`src/rtl/dpsram_clr.sv`:
```
// Single-clock true dual-port RAM, registered reads, port-0 priority.
// Built-in clear sweep; optional bit-write masks.
module dpsram_clr #(
  parameter int DATA_WIDTH = 2,
  parameter int ADDR_WIDTH = 8,
  parameter int DEPTH      = 196,
  parameter     MEMFILE    = ""
) (
  input  logic                  i_clk,
  input  logic                  i_rst_n,
  input  logic [ADDR_WIDTH-1:0] i_addr0,
  input  logic [DATA_WIDTH-1:0] i_data0,
  input  logic                  i_write0,
`ifdef DPSRAM_CLR_WMASK_EN
  input  logic [DATA_WIDTH-1:0] i_wmask0,
`endif
  output logic [DATA_WIDTH-1:0] o_data0,
  input  logic [ADDR_WIDTH-1:0] i_addr1,
  input  logic [DATA_WIDTH-1:0] i_data1,
  input  logic                  i_write1,
`ifdef DPSRAM_CLR_WMASK_EN
  input  logic [DATA_WIDTH-1:0] i_wmask1,
`endif
  output logic [DATA_WIDTH-1:0] o_data1,
  input  logic                  i_clear,
  input  logic [DATA_WIDTH-1:0] i_fill,
  output logic                  o_busy,
  output logic                  o_done,
  output logic                  o_collision
);

  typedef enum logic [1:0] {IDLE, CLEAR, DONE} state_t;

  localparam logic [ADDR_WIDTH:0]   DEPTH_W =
    (ADDR_WIDTH+1)'(DEPTH);
  localparam logic [ADDR_WIDTH-1:0] LAST =
    ADDR_WIDTH'(DEPTH-1);

  logic [DATA_WIDTH-1:0] mem [DEPTH];

  state_t                state, state_nxt;
  logic [ADDR_WIDTH-1:0] cnt;
  logic [DATA_WIDTH-1:0] fill_q;

  logic                  in0, in1, clearing, same;
  logic                  we0, we1, dual, coll_nxt;
  logic [DATA_WIDTH-1:0] m0, m1, old0, old1;
  logic [DATA_WIDTH-1:0] new0, new1, mrg, wd0, wd1;
  logic [DATA_WIDTH-1:0] rd0_nxt, rd1_nxt;

`ifdef DPSRAM_CLR_WMASK_EN
  assign m0 = i_wmask0;
  assign m1 = i_wmask1;
`else
  assign m0 = '1;
  assign m1 = '1;
`endif

  assign in0      = {1'b0, i_addr0} < DEPTH_W;
  assign in1      = {1'b0, i_addr1} < DEPTH_W;
  assign clearing = (state == CLEAR);
  assign same     = (i_addr0 == i_addr1);
  assign we0      = i_write0 & in0 & ~clearing;
  assign we1      = i_write1 & in1 & ~clearing;
  assign dual     = we0 & we1 & same;
  assign coll_nxt = dual & ((m0 & m1) != '0);

  assign old0 = in0 ? mem[i_addr0] : '0;
  assign old1 = in1 ? mem[i_addr1] : '0;

  assign new0 = (old0 & ~m0) | (i_data0 & m0);
  assign new1 = (old1 & ~m1) | (i_data1 & m1);
  assign mrg  = (old0 & ~(m0 | m1))
              | (i_data1 & m1 & ~m0)
              | (i_data0 & m0);
  assign wd0  = dual ? mrg : new0;
  assign wd1  = dual ? mrg : new1;

  always_comb begin
    rd0_nxt = old0;
    if (!in0)            rd0_nxt = '0;
    else if (we0)        rd0_nxt = wd0;
    else if (we1 & same) rd0_nxt = wd1;
  end

  always_comb begin
    rd1_nxt = old1;
    if (!in1)            rd1_nxt = '0;
    else if (we0 & same) rd1_nxt = wd0;
    else if (we1)        rd1_nxt = wd1;
  end

  always_ff @(posedge i_clk) begin
    if (i_rst_n) begin
      if (clearing) begin
        mem[cnt] <= fill_q;
      end else begin
        if (we1) mem[i_addr1] <= wd1;
        if (we0) mem[i_addr0] <= wd0;
      end
    end
  end

  always_ff @(posedge i_clk) begin
    if (!i_rst_n) begin
      o_data0     <= '0;
      o_data1     <= '0;
      o_collision <= 1'b0;
    end else begin
      o_data0     <= rd0_nxt;
      o_data1     <= rd1_nxt;
      o_collision <= coll_nxt;
    end
  end

  always_ff @(posedge i_clk) begin
    if (!i_rst_n) state <= IDLE;
    else          state <= state_nxt;
  end

  always_comb begin
    state_nxt = state;
    unique case (state)
      IDLE:    if (i_clear) state_nxt = CLEAR;
      CLEAR:   if (cnt == LAST) state_nxt = DONE;
      DONE:    state_nxt = IDLE;
      default: state_nxt = IDLE;
    endcase
  end

  always_comb begin
    o_busy = (state == CLEAR);
    o_done = (state == DONE);
  end

  always_ff @(posedge i_clk) begin
    if (!i_rst_n) begin
      cnt    <= '0;
      fill_q <= '0;
    end else if (state == IDLE && i_clear) begin
      cnt    <= '0;
      fill_q <= i_fill;
    end else if (clearing) begin
      cnt    <= cnt + 1'b1;
    end
  end

endmodule

```
`config.mk`:
```
export PLATFORM = sky130hd
export DESIGN_NAME = dpsram_clr
export DESIGN_NICKNAME = d
export VERILOG_FILES = /design/src/rtl/dpsram_clr.sv
export SDC_FILE = /design/constraint.sdc
export NUM_CORES = 1
export LEC_CHECK = 0
export ABC_CLOCK_PERIOD_IN_PS = 3100
export CAP_MARGIN = 20
export CORE_MARGIN = 3
export CORE_UTILIZATION = 60
export CTS_CLUSTER_DIAMETER = 80
export CTS_CLUSTER_SIZE = 10
export DETAILED_ROUTE_END_ITERATION = 8
export GPL_TIMING_DRIVEN = 0
export PLACE_DENSITY_LB_ADDON = 0.08
export SETUP_SLACK_MARGIN = 0.2
export SLEW_MARGIN = 25
export SYNTH_ARGS = -nofsm -noshare
export SYNTH_HDL_FRONTEND = slang
export SYNTH_SLANG_ARGS = --single-unit
```
`constraint.sdc`:
```
create_clock -name i_clk -period 3.1 [get_ports i_clk]
set_clock_uncertainty 0.1 [all_clocks]
set_input_delay 0.62 -clock i_clk [delete_from_list [all_inputs] [get_ports i_clk]]
set_output_delay 0.62 -clock i_clk [all_outputs]
set_load 0.005 [all_outputs]
```
==> reports/summary.txt <==
Sw Share = 27.81%
FMAX = 323.1 MHz
Vias = 25,620
Hold crit path type = primary input to register
LEAKAGE = 10.11 nW
Final Hold Viols = 0
Period minus WS final = 3.095 ns
Post-synth top cells = 392 x edfxtp_1, 288 x nand2_1, 226 x nor2_1, 216 x o21ai_0, 206 x mux2_2
Combinational power share = 16.6%
Tcrit/Tclk final = 99.83%
Reg2Reg Capture Point = mem[106][1]
R2R Path Start = state[1]
Avg Inst Size Synth = 11.47 µm²
P_sw = 3.770 mW
Critical path required time = 3.28 ns
Pre-CTS setup slack = -2.347 ns
Worst path slowest cell = nand2_2
Routed vias/inst = 8.293
Worst vdd ir = 0.4505 mV
Pwr Density = 427.0 mW/mm²
Gr ovfl total = 0
Seq pwr share = 46.0%
Internal power = 9.787 mW
Mapped Nets = 2,388
Routed Antenna Nets = 0
Critical Path Start = i_addr1[2]
I/O pin total = 34
Clock share of power = 37.5%
Area of the core = 0.04441 mm²
Share of flip-flops with an asynchronous set or reset = 0%
Met3 GRT Util = 22.72%
Die Width = 218.4 µm
Max Fanout on Critical Path = 11
Post-layout net count = 2,509
H-Tree Depth = 2
Crit-path max cell delay = 0.43 ns
Die area = 0.04770 mm²
Global-route wire length before repair = 177,000 µm
Largest net degree at the start of global routing = 13
Placer Congestion = 1.186
GR Util met1 = 63.97%
Final Routed Wirelength = 130,000 µm
Top_reg_cell synth = edfxtp_1
Share of cells above drive strength 1 = 36.57%
Worst slew margin = 37.33%
CP Launch Type = primary input
Antenna violations before repair = 7
Unique masters post-synth = 76
RSZ-0062 raised after global routing = yes
TritonRoute pass-1 iters = 7
Vias in the first global route = 23,930
#FFs+latches synth = 417
Number of buffers added on ports = 26
Max Slew Vio Count = 0
Critical-path cell list = dlygate4sd2_1 -> nor4_4 -> buf_4 -> o2111ai_4 -> buf_12 -> mux2i_4 -> nor2_1 -> nand2_2 -> o22ai_1
Setup WS post-layout = 0.005388 ns
CTS Root Cell = clkbuf_16
R2R depth = 8
Seq/Total Area, Yosys = 45.33%
Max-cap viol count = 0
Worst Max-Slew Pin Slew = 0.9303 ns
Wire per inst = 42.09 µm
Hold Buf Count CTS = 0
Cell Rows = 77
Top cell type's share of synthesized area = 43.49%
Crit path capture type = register
First DRT Iteration DRCs = 5,347
Area delta synth->final = 17.30%
Total CTS buffers = 47
Ys Warns = 0
Met2 Use GR = 74.89%
Clock-pin slew on the worst setup and hold paths = 0.06 ns
Top post-synthesis cells by area = edfxtp_1 43%, mux4_2 16%, mux2_2 8.6%, o22ai_1 4.5%, nand2_1 4.0%
Most frequent cell after synthesis = edfxtp_1
Sink Count = 417
Total track usage = 54.00%
Setup crit end = mem[106][1]
Crit Path Class = primary input to register
Initial Utilization = 60.95%
Number of synthesized flops with an enable pin = 392
Busiest grt layer = met2
Hpwl dp = 91,390 µm
Clock Path Buffers = 3
R2r setup slk = 0.07 ns
Final setup viols = 0
TNS Setup = 0 ns
Die height = 218.4 µm
Leading area contributor after synthesis = edfxtp_1
Status = finished clean
CTS tree = done
WP data arrival = 3.27 ns
Mapped Area = 0.02707 mm²
Clk_lat worst skew = 0.62 ns
Post-Syn Instances = 2,360
DRC violations left = 0
-- critical path: cells and delay by family --
family | cells | cell delay, ns
and+or+nand+nor | 3 | 1.07
AOI/OAI and AO/OA | 2 | 0.56
buffers and inverters | 3 | 0.73
muxes | 1 | 0.27
-- sequential cells by signal (all words and copies together) (netlist names), named ones only --
name / cells
o_collision: 1
cnt: 8
state: 2
fill_q: 2
mem: 392
-- layout by cell type (no fill, tap or decap), types with 9 or more instances in the layout --
cell             instances
o22ai_2                111
buf_2                   47
o21ai_0                207
nand2b_1                29
nor2_1                 214
a22oi_1                 23
o22ai_1                 78
edfxtp_1               392
nand2_4                 15
clkbuf_4                19
dfxtp_1                 25
nand3_1                 33
nor2_2                   9
clkdlybuf4s50_1         17
mux2_2                 206
clkbuf_2                48
buf_6                   25
clkbuf_1                81
nand2_1                257
clkbuf_16               49
inv_1                   14
nand2_2                 16
buf_4                   65
o21ai_1                 15
mux2i_1                 55
mux4_2                 187
xor2_1                  13
buf_12                  17
-- cell type report --
type | instances | area, µm²
diodes | 6 | 15.01
plain buffers | 259 | 1714
clock buffers | 56 | 1231
clock inverters | 3 | 30.03
fillers | 3072 | 12660
inverters | 16 | 66.31
multi-input cells | 1669 | 14930
flip-flops and latches | 417 | 12270
well taps | 592 | 740.7
repair buffers | 71 | 753.2
-- layer usage --
| metal | part of all wire, % | up-vias |
|---|---|---|
| met4 | 13 | 6 |
| met3 | 17 | 1002 |
| li1 | - | 9394 |
| met2 | 40 | 3219 |
| met1 | 30 | 12000 |
| met5 | 0.060 | - |
-- stage by stage --
step                      power, mW  cells  cell area [µm²]  hold WS, ns  utilization [%]
final                         13.56   3089            31750       0.3684            71.49
after global routing          13.67   3084            31740       0.3860            71.46
after CTS                     13.20   3071            31110       0.3739            70.05
after detailed placement      8.205   2982            28150       0.3921            63.37
after global placement        8.169   2978            28070       0.3544            63.20
after floorplan               7.486   2360            27070       0.3371                -
-- worst min path at each step --
stage               start         to  slack, ns  cells past startpoint
6_report       i_data0[1]   register       0.37                      1
5_1_grt        i_data0[1]   register       0.39                      1
4_1_cts        i_data0[1]   register       0.37                      1
3_5_place_dp    fill_q[1]  fill_q[1]       0.39                      2
3_3_place_gp     state[1]   state[0]       0.35                      1
2_1_floorplan    state[1]   state[0]       0.34                      1
-- timing repair --
action | 4_1_cts | 5_1_grt
resized for setup | 376 | 159
buffers inserted | 27 | 11
gates cloned | 3 | 1
setup endpoints to repair | 788 | 691
pin swaps | 15 | 10
-- power by group through the flow --
| stage | Sequential [mW] | Clock, mW | Combinational [mW] |
|---|---|---|---|
| after CTS | 6.24 | 4.95 | 2.01 |
| after global placement | 6.35 | 0 | 1.82 |
| after global routing | 6.23 | 5.19 | 2.25 |
| after floorplan | 6.35 | 0 | 1.14 |
| after detailed placement | 6.35 | 0 | 1.85 |
| final | 6.23 | 5.08 | 2.25 |
-- cells by family (layout without fill, tap and decap cells) --
logic type | Yosys count | after routing | share of synthesized area (%)
simple gates | 668 | 668 | 10.94
compound gates | 524 | 525 | 11.90
mux | 460 | 460 | 26.61
flops | 417 | 417 | 45.33
buf+inv | 275 | 405 | 4.696
xor+xnor | 15 | 15 | 0.4853
fa+ha+maj | 1 | 1 | 0.04621
other cells | 0 | 6 | 0
No activity file was read; power rests on OpenSTA's default activity.
